File: src/rtl/reg_wb_scheduler_pkg.sv
// -----------------------------------------------------------------------------
// reg_wb_scheduler_pkg
// Shared sizing for the register write-back scheduler and the register cells.
// Requester order is fixed: 0 = ALU, 1 = LSU, 2 = MUL.
// -----------------------------------------------------------------------------
package reg_wb_scheduler_pkg;

  localparam int W_OPR  = 32;              // operand / write-back data width
  localparam int N_REG  = 32;              // architectural registers
  localparam int W_RIDX = $clog2(N_REG);   // register index width (5)
  localparam int N_REQ  = 3;               // write-back requesters
  localparam int W_RPTR = (N_REQ > 1) ? $clog2(N_REQ) : 1;

  typedef enum logic [W_RPTR-1:0] {
    REQ_ALU = W_RPTR'(0),
    REQ_LSU = W_RPTR'(1),
    REQ_MUL = W_RPTR'(2)
  } req_id_e;

  typedef logic [W_RIDX-1:0] ridx_t;
  typedef logic [N_REG-1:0]  rvec_t;
  typedef logic [W_OPR-1:0]  opr_t;

  // Registered write-back stage: one entry, valid only for a real register.
  typedef struct packed {
    logic  vld;
    ridx_t rd;
    opr_t  data;
  } wb_stage_t;

  // One-hot strobe for a register index.
  function automatic rvec_t ridx_onehot(input ridx_t idx);
    rvec_t one;
    one = {{(N_REG-1){1'b0}}, 1'b1};
    return one << idx;
  endfunction

endpackage

File: src/rtl/reg_wb_scheduler_if.sv
// -----------------------------------------------------------------------------
// reg_wb_scheduler_if
// Bundles the requester handshake, the write-back bus to the register cells and
// the issue-side reservation signals.
//   slave  : scheduler side (takes requests/reservations, drives strobes)
//   master : environment side (requesters, issue stage, register cells)
// Signal suffixes are named from the scheduler's point of view.
// -----------------------------------------------------------------------------
interface reg_wb_scheduler_if;
  import reg_wb_scheduler_pkg::*;

  // requesters
  logic [N_REQ-1:0]        req_valid_i;
  logic [N_REQ*W_RIDX-1:0] req_rd_i;
  logic [N_REQ*W_OPR-1:0]  req_data_i;
  logic [N_REQ-1:0]        req_ready_o;

  // write-back to cells
  logic [N_REG-1:0]        wb_o;
  logic [W_OPR-1:0]        wb_data_o;

  // issue-stage reservation
  logic                    rsv_valid_i;
  logic [W_RIDX-1:0]       rsv_rd_i;
  logic [W_RIDX-1:0]       src1_i;
  logic [W_RIDX-1:0]       src2_i;
  logic [N_REG-1:0]        res_bits_i;
  logic [N_REG-1:0]        w_reserve_o;
  logic                    stall_o;

  modport slave (
    input  req_valid_i, req_rd_i, req_data_i,
    output req_ready_o,
    output wb_o, wb_data_o,
    input  rsv_valid_i, rsv_rd_i, src1_i, src2_i, res_bits_i,
    output w_reserve_o, stall_o
  );

  modport master (
    output req_valid_i, req_rd_i, req_data_i,
    input  req_ready_o,
    input  wb_o, wb_data_o,
    output rsv_valid_i, rsv_rd_i, src1_i, src2_i, res_bits_i,
    input  w_reserve_o, stall_o
  );

endinterface

File: src/rtl/reg_wb_scheduler_rr_arbiter.sv
// -----------------------------------------------------------------------------
// rr_arbiter
// N-wide round-robin arbiter. The search starts at the pointer and wraps; at
// most one grant per cycle. After a grant to k the pointer moves to k+1 (mod
// N); with no grant it holds.
// Ports:
//   clk        clock
//   rst        async reset, active-low; grants are forced to 0 while low
//   req_i      request vector
//   gnt_o      one-hot grant (combinational)
//   gnt_idx_o  index of the granted requester
//   gnt_vld_o  a grant is being issued this cycle
// -----------------------------------------------------------------------------
module rr_arbiter #(
  parameter  int N     = 3,
  localparam int W_PTR = (N > 1) ? $clog2(N) : 1
) (
  input  logic             clk,
  input  logic             rst,
  input  logic [N-1:0]     req_i,
  output logic [N-1:0]     gnt_o,
  output logic [W_PTR-1:0] gnt_idx_o,
  output logic             gnt_vld_o
);

  logic [W_PTR-1:0] ptr_q, ptr_d;
  logic [N-1:0]     gnt_raw;
  logic [W_PTR-1:0] idx_raw;
  logic             found;
  int               cand;

  always_comb begin
    gnt_raw = '0;
    idx_raw = '0;
    found   = 1'b0;
    cand    = 0;
    for (int off = 0; off < N; off++) begin
      cand = int'(ptr_q) + off;
      if (cand >= N) cand = cand - N;
      if (!found && req_i[cand]) begin
        found        = 1'b1;
        gnt_raw[cand] = 1'b1;
        idx_raw      = W_PTR'(cand);
      end
    end
  end

  // Ready must read 0 during reset even though requests are still observed.
  assign gnt_o     = rst ? gnt_raw : '0;
  assign gnt_vld_o = rst & found;
  assign gnt_idx_o = idx_raw;

  always_comb begin
    ptr_d = ptr_q;
    if (gnt_vld_o) begin
      ptr_d = (idx_raw == W_PTR'(N-1)) ? '0 : idx_raw + W_PTR'(1);
    end
  end

  always_ff @(posedge clk or negedge rst) begin
    if (!rst) ptr_q <= '0;
    else      ptr_q <= ptr_d;
  end

endmodule

File: src/rtl/reg_wb_scheduler.sv
// -----------------------------------------------------------------------------
// reg_wb_scheduler
// Schedules register-file write-backs from three requesters (ALU, LSU, MUL)
// and screens issue-stage destination reservations for hazards.
// Ports:
//   clk  clock, all state on posedge
//   rst  async reset, active-low
//   bus  reg_wb_scheduler_if.slave
//        req_valid_i/req_rd_i/req_data_i -> req_ready_o (one-hot grant)
//        wb_o/wb_data_o  registered one-hot write strobe + shared data
//        rsv_valid_i/rsv_rd_i/src1_i/src2_i/res_bits_i
//                        -> w_reserve_o (one-hot), stall_o
// Write-back has one cycle of latency through a single pipeline register; that
// register is the only path to the cells, so a reservation check always sees
// the cell state before the same-cycle write-back lands.
// -----------------------------------------------------------------------------
module reg_wb_scheduler
  import reg_wb_scheduler_pkg::*;
(
  input  logic         clk,
  input  logic         rst,
  reg_wb_scheduler_if.slave bus
);

  // ---------------------------------------------------------------- arbitration
  logic [N_REQ-1:0]  gnt;
  logic [W_RPTR-1:0] gnt_idx;
  logic              gnt_vld;

  rr_arbiter #(.N(N_REQ)) u_arb (
    .clk       (clk),
    .rst       (rst),
    .req_i     (bus.req_valid_i),
    .gnt_o     (gnt),
    .gnt_idx_o (gnt_idx),
    .gnt_vld_o (gnt_vld)
  );

  assign bus.req_ready_o = gnt;

  ridx_t sel_rd;
  opr_t  sel_data;

  always_comb begin
    sel_rd   = '0;
    sel_data = '0;
    for (int k = 0; k < N_REQ; k++) begin
      if (gnt_idx == W_RPTR'(k)) begin
        sel_rd   = bus.req_rd_i[k*W_RIDX +: W_RIDX];
        sel_data = bus.req_data_i[k*W_OPR +: W_OPR];
      end
    end
  end

  // ---------------------------------------------------------- write-back stage
  wb_stage_t wb_q, wb_d;

  // A grant to r0 is still consumed, but never becomes a valid write.
  always_comb begin
    wb_d     = wb_q;
    wb_d.vld = 1'b0;
    if (gnt_vld) begin
      wb_d.vld  = (sel_rd != '0);
      wb_d.rd   = sel_rd;
      wb_d.data = sel_data;
    end
  end

  always_ff @(posedge clk or negedge rst) begin
    if (!rst) wb_q <= '0;
    else      wb_q <= wb_d;
  end

  assign bus.wb_o      = wb_q.vld ? ridx_onehot(wb_q.rd) : '0;
  assign bus.wb_data_o = wb_q.data;

  // ------------------------------------------------------ reservation / hazard
  logic haz_src1, haz_src2, haz_waw;

  assign haz_src1 = (bus.src1_i   != '0) && bus.res_bits_i[bus.src1_i];
  assign haz_src2 = (bus.src2_i   != '0) && bus.res_bits_i[bus.src2_i];
  assign haz_waw  = (bus.rsv_rd_i != '0) && bus.res_bits_i[bus.rsv_rd_i];

  assign bus.stall_o = bus.rsv_valid_i && (haz_src1 || haz_src2 || haz_waw);

  // Overlap with a same-cycle wb_o to the same register is resolved in the
  // cell, which gives the reserve strobe priority.
  assign bus.w_reserve_o = (bus.rsv_valid_i && !bus.stall_o && (bus.rsv_rd_i != '0))
                           ? ridx_onehot(bus.rsv_rd_i) : '0;

endmodule

File: src/flat_wrapper.sv
// flat-port wrapper written by rule: the top's interface ports become plain ports
module reg_wb_scheduler_flat import reg_wb_scheduler_pkg::*;
  (clk, rst, bus_req_valid_i, bus_req_rd_i, bus_req_data_i, bus_req_ready_o, bus_wb_o, bus_wb_data_o, bus_rsv_valid_i, bus_rsv_rd_i, bus_src1_i, bus_src2_i, bus_res_bits_i, bus_w_reserve_o, bus_stall_o);
  reg_wb_scheduler_if bus_i ();
  input  logic clk;
  input  logic rst;
  input wire logic [$bits(bus_i.req_valid_i)-1:0] bus_req_valid_i;
  input wire logic [$bits(bus_i.req_rd_i)-1:0] bus_req_rd_i;
  input wire logic [$bits(bus_i.req_data_i)-1:0] bus_req_data_i;
  output wire logic [$bits(bus_i.req_ready_o)-1:0] bus_req_ready_o;
  output wire logic [$bits(bus_i.wb_o)-1:0] bus_wb_o;
  output wire logic [$bits(bus_i.wb_data_o)-1:0] bus_wb_data_o;
  input wire logic [$bits(bus_i.rsv_valid_i)-1:0] bus_rsv_valid_i;
  input wire logic [$bits(bus_i.rsv_rd_i)-1:0] bus_rsv_rd_i;
  input wire logic [$bits(bus_i.src1_i)-1:0] bus_src1_i;
  input wire logic [$bits(bus_i.src2_i)-1:0] bus_src2_i;
  input wire logic [$bits(bus_i.res_bits_i)-1:0] bus_res_bits_i;
  output wire logic [$bits(bus_i.w_reserve_o)-1:0] bus_w_reserve_o;
  output wire logic [$bits(bus_i.stall_o)-1:0] bus_stall_o;
  assign bus_i.req_valid_i = bus_req_valid_i;
  assign bus_i.req_rd_i = bus_req_rd_i;
  assign bus_i.req_data_i = bus_req_data_i;
  assign bus_req_ready_o = bus_i.req_ready_o;
  assign bus_wb_o = bus_i.wb_o;
  assign bus_wb_data_o = bus_i.wb_data_o;
  assign bus_i.rsv_valid_i = bus_rsv_valid_i;
  assign bus_i.rsv_rd_i = bus_rsv_rd_i;
  assign bus_i.src1_i = bus_src1_i;
  assign bus_i.src2_i = bus_src2_i;
  assign bus_i.res_bits_i = bus_res_bits_i;
  assign bus_w_reserve_o = bus_i.w_reserve_o;
  assign bus_stall_o = bus_i.stall_o;
  reg_wb_scheduler u_core (.clk(clk), .rst(rst), .bus(bus_i));
endmodule
File: config.mk
export PLATFORM = sky130hd
export DESIGN_NAME = reg_wb_scheduler_flat
export DESIGN_NICKNAME = d
export VERILOG_FILES = /design/src/rtl/reg_wb_scheduler_pkg.sv /design/src/rtl/reg_wb_scheduler_if.sv /design/src/rtl/reg_wb_scheduler_rr_arbiter.sv /design/src/rtl/reg_wb_scheduler.sv /design/src/flat_wrapper.sv
export SDC_FILE = /design/constraint.sdc
export NUM_CORES = 1
export LEC_CHECK = 0
export CAP_MARGIN = 20
export CORE_MARGIN = 3
export CORE_UTILIZATION = 43
export CTS_BUF_LIST = sky130_fd_sc_hd__clkbuf_8
export CTS_CLUSTER_DIAMETER = 120
export DETAILED_ROUTE_END_ITERATION = 8
export PLACE_DENSITY = 0.9
export SKIP_LAST_GASP = 1
export SLEW_MARGIN = 0
export SYNTH_ARGS = -nofsm -noshare
export SYNTH_HDL_FRONTEND = slang
export SYNTH_HIERARCHICAL = 1
export SYNTH_SLANG_ARGS = --single-unit
File: constraint.sdc
create_clock -name clk -period 4.3 [get_ports clk]
set_input_delay 0.645 -clock clk [delete_from_list [all_inputs] [get_ports clk]]
set_output_delay 0.645 -clock clk [all_outputs]
set_load 0.01 [all_outputs]
Word-level counts from Yosys, hierarchy flattened

Cells that the tools add are included.

$add $sub $neg: 6
Order comparisons: 12
Eq/ne operators: 2
Shift operators: 2
Multiplexer cells: 44
Bitwise gates (word level): 3
Reductions and logical operators: 21

Operators with widths:

| kind                 | number |
|---|---|
| $mux 32              | 8 |
| $ge 32x1->1 const B  | 3 |
| $lt 32x4->1 const B  | 3 |
| $shl 1x5->32 const A | 2 |
| $mux 38              | 1 |
| $reduce_bool 5->1    | 4 |
| $lt 5x6->1 const B   | 3 |
| $bmux 1 s5           | 3 |
| $mux 1               | 15 |
| $mux 5               | 3 |
| $mux 3               | 4 |
| $logic_and 1x1->1    | 11 |
| $mux 2               | 4 |
| $sub 3x2->4 const B  | 2 |
| $bmux 1 s2           | 3 |
| $demux 1 s2          | 3 |
| $ge 3x2->1 const B   | 2 |
| $or 3x3->3           | 2 |
| $add 2x1->3 const B  | 1 |
| $add 2x2->3 const B  | 1 |
| $logic_not 1->1      | 3 |
| $sub 2x2->3 const B  | 1 |
| $add 2x1->2 const B  | 1 |
| $eq 2x1->1 const B   | 1 |
| 5 further kinds      | 6 |

Flip-flop bits (word level): 40
Input bits: 164
Output and inout bits: 100
Logic and storage cells: 94

Logic depth before layout (Yosys ltp)

Gate-level depths: netlist (run 1).

Depth in word-level cells: 18
Depth in mapped cells: 12
Mapped depth without buffers: 10

Cells and area by module

The synthesis (run 1) kept the hierarchy.

Modules (own cells, without submodules):

| module           | times used | cells each | area an instance (µm²) | sequential area each (µm²) |
|---|---|---|---|---|
| reg_wb_scheduler | 1          | 498        | 4124.0                 | 950.9 |
| rr_arbiter       | 1          | 46         | 409.1                  | 50.0 |

Worst setup path before layout (run 1)

No wires, ideal clock.

Path type: in2out
Start point: in bus_src1_i[1]
End point: out bus_w_reserve_o[10]
Data arrival time: 2325 ps
Data required time: 3655 ps
Setup slack: 1330 ps
Stages: 7
Path buffers: 2
Path through: clkbuf_1 mux4_2 o21ai_0 o32a_1 nand3_2 buf_6 nor4_2

Word-level cells in the longest chain between the ends: 10
Elaborated cells on any way between the ends: 11
Those cells by class: mux (3); reduce/logical (8)

Ends and longest elaborated chain:

| element                            | line                   | source |
|---|---|---|
| start: declaration                 | flat_wrapper.sv:15     | `input wire logic [$bits(bus_i.src1_i)-1:0] bus_src1_i;` |
| $bmux 1 s5                         | reg_wb_scheduler.sv:80 | `assign haz_src1 = (bus.src1_i != '0) && bus.res_bits_i[bus.src1_i];` |
| $mux 1 (not written as such)       | reg_wb_scheduler.sv:80 |  |
| $logic_and 1x1->1 (*)              | reg_wb_scheduler.sv:80 |  |
| $logic_or 1x1->1 (*) (2 in a row)  | reg_wb_scheduler.sv:84 | `assign bus.stall_o = bus.rsv_valid_i && (haz_src1 \|\| haz_src2 \|\| haz_waw);` |
| $logic_and 1x1->1 (*)              | reg_wb_scheduler.sv:84 |  |
| $logic_not 1->1 (*)                | reg_wb_scheduler.sv:88 | `assign bus.w_reserve_o = (bus.rsv_valid_i && !bus.stall_o && (bus.rsv_rd_i != '0))` |
| $logic_and 1x1->1 (*) (2 in a row) | reg_wb_scheduler.sv:88 |  |
| $mux 32 (*)                        | reg_wb_scheduler.sv:89 | `? ridx_onehot(bus.rsv_rd_i) : '0;` |
| end: declaration                   | flat_wrapper.sv:18     | `output wire logic [$bits(bus_i.w_reserve_o)-1:0] bus_w_reserve_o;` |

Every way passes the cells marked *; elsewhere a longest branch is shown, timed or not. The select of a mux whose other input is x is not followed.

Worst setup path after layout (run 1)

Start point: in bus_rsv_rd_i[0]
End point: out bus_w_reserve_o[30]

Word-level cells in the longest chain between the ends: 9
Elaborated cells on any way between the ends: 11
Those cells by class: shift (1); mux (3); reduce/logical (7)

Ends and longest elaborated chain:

| element                        | line                   | source |
|---|---|---|
| start: declaration             | flat_wrapper.sv:14     | `input wire logic [$bits(bus_i.rsv_rd_i)-1:0] bus_rsv_rd_i;` |
| $bmux 1 s5                     | reg_wb_scheduler.sv:82 | `assign haz_waw = (bus.rsv_rd_i != '0) && bus.res_bits_i[bus.rsv_rd_i];` |
| $mux 1 (not written as such)   | reg_wb_scheduler.sv:82 |  |
| $logic_and 1x1->1              | reg_wb_scheduler.sv:82 |  |
| $logic_or 1x1->1               | reg_wb_scheduler.sv:84 |  |
| $logic_and 1x1->1              | reg_wb_scheduler.sv:84 |  |
| $logic_not 1->1                | reg_wb_scheduler.sv:88 |  |
| $logic_and 1x1->1 (2 in a row) | reg_wb_scheduler.sv:88 |  |
| $mux 32 (*)                    | reg_wb_scheduler.sv:89 |  |

Marks and branches as above.

==> metrics.cfg, run 1 <==
[cts]
htreeDepth=2
cts_tree=done
cts.reportedPaths.clkPinSlew_ns=0.09
cts.path.max_buffers=2
cts_sinks=40
cts_setup_buffers=0
cts_made_buffers=5
root_buffer=clkbuf_8
cts.repair.resized=0
clkLatencyLatePin_ns=0.29
hold_buffers=0

[route]
drc=0
wire_per_inst_um=18.35
detail-route-antenna-nets=0
via_per_inst=5.512
vias=4884
dr.pass1.iters=5
drt-total-wl_um=16260
drtIter0Drc=381

[critical_path]
required_ns=3.65
rr_worst_depth=10
r2r_end=u_core/bus.wb_data_o[2]
r2r_slack_ns=1.07
end_kind=output port
crit_fanout=32
crit_arrival_ns=3.48
worstSetupPathType=input pin to output port
startpoint_type=input pin
rr_startpoint=u_core/u_arb/ptr_q[0]

[timing]
min_period_ns=4.127
min_period_over_period=0.9598
slew_headroom=0.4827
final.setup.tns_ns=0
rsz0062_at_grt=no
hold_viol_final=0
finalSetupViolations=0
max_freq_ghz=0.2423
slew_viol_final=0
max_slew.worst_pin.slew_ns=0.7759
clock_skew_ns=0.007717

[finish]
drive_gt1_frac=0.1208
area_growth_syn_to_layout_pct=56.78
layout.nets=920
n_antenna_cell=0
fillers=745
fin_util=0.7107

[synthesis]
synth.distinct_cells=48
yosys-top-cells-area=dfrtp_1 (22%), mux2i_1 (11%), mux4_2 (9.4%)
synth-seq-cells=40
synth_edf_count=0
synth_top_area_share=0.2208
synth_fp_nets=712
synth_top_area_cell=dfrtp_1
syn_area_um2=4533
ys.flop_type=dfrtp_1
syn_area_per_cell_um2=8.333
ys_warn_count=6
async_flop_share=1.000
syn_inst=544
netlist_top_cells_count=nor2_1 (105), a21oi_1 (67), mux2i_1 (52), nand2_1 (47), dfrtp_1 (40)
yosysMostFrequentCell=nor2_1
yosysSeqAreaShare=0.2208

[power]
seqPwrFrac=0.224
vdd_ir_drop_max_uv=392.2
p_total_mw=3.238
power_leakage_nw=2.575
swShare=0.4473
combPwrFrac=0.677
cellPowerDensity_nw_per_um2=455.7
power.switching_mw=1.449
p_clk_frac=0.100
p_int_mw=1.790

[placement]
dp_hpwl_um=13470
place_congestion=0.9529
port_buffers=261

[global_routing]
grt_pass1_wl_um=24810
gr-total-overflow=0
grt_max_degree=49
antenna_found_initial=0
track_usage=0.2652
grt_pass1_vias=4840

[min_path]
min_path_type=input pin to asynchronous set/reset pin

[floorplanning]
die_y_um=108.7
start_util=0.4533
rows=36
die_x_um=108.7
core_area_um2=10000
boundaryPins=264
dieArea_um2=11810

[run]
maxCapViolCount=0

[run_status]
outcome=finished clean

==> power groups by stage <==
| stage | sequential (mW) | clock [mW] | combinational [mW] |
|---|---|---|---|
| 2_1_floorplan | 0.661 | 0 | 1.59 |
| 3_3_place_gp | 0.719 | 0 | 2.12 |
| 3_5_place_dp | 0.728 | 0 | 2.19 |
| 4_1_cts | 0.723 | 0.331 | 2.20 |
| 5_1_grt | 0.755 | 0.344 | 2.39 |
| 6_report | 0.725 | 0.322 | 2.19 |
==> layout make-up <==
type | count | area [um2] | share of cell area
Clock buffer | 6 | 82.58 | 0.01162
Clock inverter | 2 | 38.79 | 0.005458
Inverter | 7 | 26.28 | 0.003697
Multi-Input combinational cell | 418 | 3002 | 0.4224
Sequential cell | 40 | 1001 | 0.1408
Tap cell | 133 | 166.4 | 0.02342
Timing Repair Buffer | 280 | 2790 | 0.3926
==> per-stage QoR <==
step | instances | hold slack (ns) | cell area (um2) | setup slack [ns]
5_1_grt | 886 | 0.5488 | 7107 | 0.03031
4_1_cts | 886 | 0.5199 | 7104 | 0.09429
6_report | 886 | 0.5150 | 7107 | 0.1730
3_3_place_gp | 878 | 0.5058 | 6983 | 0.1623
2_1_floorplan | 544 | 0.3494 | 4533 | 1.330
3_5_place_dp | 878 | 0.5146 | 6983 | 0.1047
==> state kept, by name, indices dropped and copies added (netlist names) <==
name	count
u_core/bus.wb_data_o	32
u_core/wb_q	6
u_core/u_arb/ptr_q	2
==> how the worst max path moves through the flow <==
stage	startpoint	end	slack (ns)
2_1_floorplan	bus_src1_i[1]	bus_w_reserve_o[10]	1.33
3_3_place_gp	bus_src2_i[0]	bus_w_reserve_o[30]	0.16
3_5_place_dp	bus_src2_i[0]	bus_w_reserve_o[30]	0.10
4_1_cts	bus_src2_i[0]	bus_w_reserve_o[30]	0.09
5_1_grt	bus_rsv_rd_i[0]	bus_w_reserve_o[30]	0.03
6_report	bus_rsv_rd_i[0]	bus_w_reserve_o[30]	0.17
==> critical path, stage by stage <==
cell,delay (ns)
clkdlybuf4s50_1,0.69
mux4_2,0.58
a221oi_2,0.30
a22oi_2,0.13
buf_12,0.20
nor4_2,0.33
clkdlybuf4s50_1,0.60
==> logic make-up after synthesis <==
| family | share of synthesized area |
|---|---|
| fa+ha+maj | 0.01104 |
| simple gates | 0.2832 |
| flops | 0.2208 |
| mux | 0.2316 |
| compound gates | 0.1317 |
| buf+inv | 0.1209 |
| other cells | 0.0008272 |
==> routing by layer <==
| metal | share of wire | vias up | track usage |
|---|---|---|---|
| li1 | - | 2320 | - |
| met4 | 0.031 | 0 | 0.08386 |
| met2 | 0.54 | 232 | 0.4907 |
| met1 | 0.33 | 2289 | 0.2860 |
| met5 | 0 | - | 0 |
| met3 | 0.098 | 43 | 0.08407 |
==> cell usage in the layout, fill, tap and decap left out, types with 10 or more instances in the layout <==
cell,netlist,layout
mux4_2,19,19
mux2i_1,52,52
nor4_2,30,30
nor2b_1,11,10
a21oi_1,67,67
nand2_1,47,47
buf_4,38,16
dfrtp_1,40,40
nor2_1,105,105
nand2b_1,10,10
nor3_1,10,10
clkdlybuf4s50_1,0,259
Power figures use the tool's default switching activity.
==> inputs of run 2 (changes only) <==
--- a/config.mk
+++ b/config.mk
@@ -6,7 +6,7 @@
 export NUM_CORES = 1
 export LEC_CHECK = 0
 export CAP_MARGIN = 20
-export CORE_MARGIN = 3
+export CORE_MARGIN = 5
 export CORE_UTILIZATION = 43
 export CTS_BUF_LIST = sky130_fd_sc_hd__clkbuf_8
 export CTS_CLUSTER_DIAMETER = 120
==> metrics.cfg, run 2 (same netlist as run 1, synthesis figures left out) <==
[cts]
cts.reportedPaths.clkPinSlew_ns=0.08
htreeDepth=2
hold_buffers=0
root_buffer=clkbuf_8
cts_tree=done
clkLatencyLatePin_ns=0.29
cts_setup_buffers=0
cts.path.max_buffers=2
cts_made_buffers=5
cts_sinks=40

[global_routing]
track_usage=0.2497
use_met3=0.07062
grt_max_degree=49
grt_pass1_vias=5104
grt_pass1_wl_um=25900
antenna_found_initial=2
gr-total-overflow=0
met2_usage=0.4439
grt.busiest_layer=met2
gr-usage-met1=0.2807

[critical_path]
worstSetupPathType=input pin to output port
crit_arrival_ns=3.48
end_kind=output port
crit_fanout=30
required_ns=3.65
startpoint_type=input pin

[timing]
rsz0062_at_grt=no
clock_skew_ns=0.003938
max_freq_ghz=0.2424
hold_viol_final=0
final.setup.tns_ns=0
min_period_over_period=0.9595
max_slew.worst_pin.slew_ns=0.8927
slew_viol_final=0
min_period_ns=4.126
finalSetupViolations=0
slew_headroom=0.4022

[power]
power_leakage_nw=2.561
p_total_mw=3.248
cellPowerDensity_nw_per_um2=457.8
vdd_ir_drop_max_uv=437.9

[route]
drt-total-wl_um=16560
vias=4947
drc=0
dr.pass1.iters=5
wire_per_inst_um=18.63
drtIter0Drc=422
via_per_inst=5.565
detail-route-antenna-nets=0

[min_path]
min_path_type=input pin to asynchronous set/reset pin

[floorplanning]
core_area_um2=10320
dieArea_um2=12700
start_util=0.4391
die_x_um=112.7
die_y_um=112.7
boundaryPins=264
rows=37

[finish]
area_growth_syn_to_layout_pct=56.53
layout_common_cells=clkdlybuf4s50_1 (259), nor2_1 (105), a21oi_1 (67)
final_common_cell=clkdlybuf4s50_1
stdcell_area_um2=7096
layout.nets=918
drive_gt1_frac=0.1185
largest_reg_flops=32
fillers=774

[placement]
dpl_cell_area_um2=6972
dp_hpwl_um=13650
port_buffers=261
place_congestion=0.9857

[run_status]
outcome=finished clean

[run]
maxCapViolCount=0

-- run 2: routing by layer --
metal  wire (um)  vias up
met5          13        -
met4         623        2
met3        1616       48
met2        8369      272
met1        5934     2307
li1            -     2318
-- run 2: worst paths after layout --
check	from	end	slack [ns]	cells past startpoint
hold / removal	rst	u_core/u_arb/ptr_q[1]	0.22	1
setup / recovery	bus_src2_i[0]	bus_w_reserve_o[31]	0.17	9
hold reg to reg	u_core/bus.wb_data_o[4]	u_core/bus.wb_data_o[4]	0.53	2
max in group asynchronous	rst	u_core/wb_q[33]	3.40	2
min in group clk	u_core/bus.wb_data_o[4]	u_core/bus.wb_data_o[4]	0.53	2
setup reg to reg	u_core/u_arb/ptr_q[0]	u_core/wb_q[37]	1.22	10
-- run 2: final cells by class --
type / instances / area (um2) / share of cell area
antenna: 2 / 5.005 / 0.0007053
clock buffer: 5 / 68.82 / 0.009698
clock inverter: 3 / 47.55 / 0.006701
inverter: 7 / 26.28 / 0.003703
multi-input combinational: 418 / 3002 / 0.4230
sequential: 40 / 1001 / 0.1411
tap: 136 / 170.2 / 0.02398
timing repair buffer: 278 / 2775 / 0.3911
-- run 2: critical path, stage by stage --
cell and delay, ns:
clkdlybuf4s50_1 0.45, buf_4 0.19, mux4_2 0.54, a22oi_1 0.22
o2111a_1 0.22, nand3_2 0.15, buf_12 0.22, nor4_1 0.25
clkdlybuf4s50_1 0.59
-- run 2: metrics by stage --
stage	instances	utilization	setup slack [ns]	hold WS, ns
after floorplan	544	-	1.330	0.3494
after global placement	879	0.6753	0.1418	0.5030
after detailed placement	879	0.6753	0.08643	0.5141
after CTS	887	0.6866	0.08780	0.2177
after global routing	888	0.6871	0.01152	0.2234
final	889	0.6873	0.1743	0.2221
-- run 2: power breakdown --
part           internal, mW  switching [mW]
Sequential            0.572           0.182
Combinational          1.02            1.16
Clock                 0.175           0.137
Total                  1.77            1.48
-- run 2: what timing repair did --
| item | in CTS | in global routing |
|---|---|---|
| endpoints found under the hold margin | 0 | 0 |
| gates resized for setup | 0 | 1 |
| setup endpoints to repair | 0 | 1 |
==> inputs of run 3 (changes only) <==
--- a/config.mk
+++ b/config.mk
@@ -9,7 +9,7 @@
 export CORE_MARGIN = 5
 export CORE_UTILIZATION = 43
 export CTS_BUF_LIST = sky130_fd_sc_hd__clkbuf_8
-export CTS_CLUSTER_DIAMETER = 120
+export CTS_CLUSTER_DIAMETER = 80
 export DETAILED_ROUTE_END_ITERATION = 8
 export PLACE_DENSITY = 0.9
 export SKIP_LAST_GASP = 1
==> results of run 3 <==
Same layout as run 2: the final DEF is identical, and so are final timing and power.
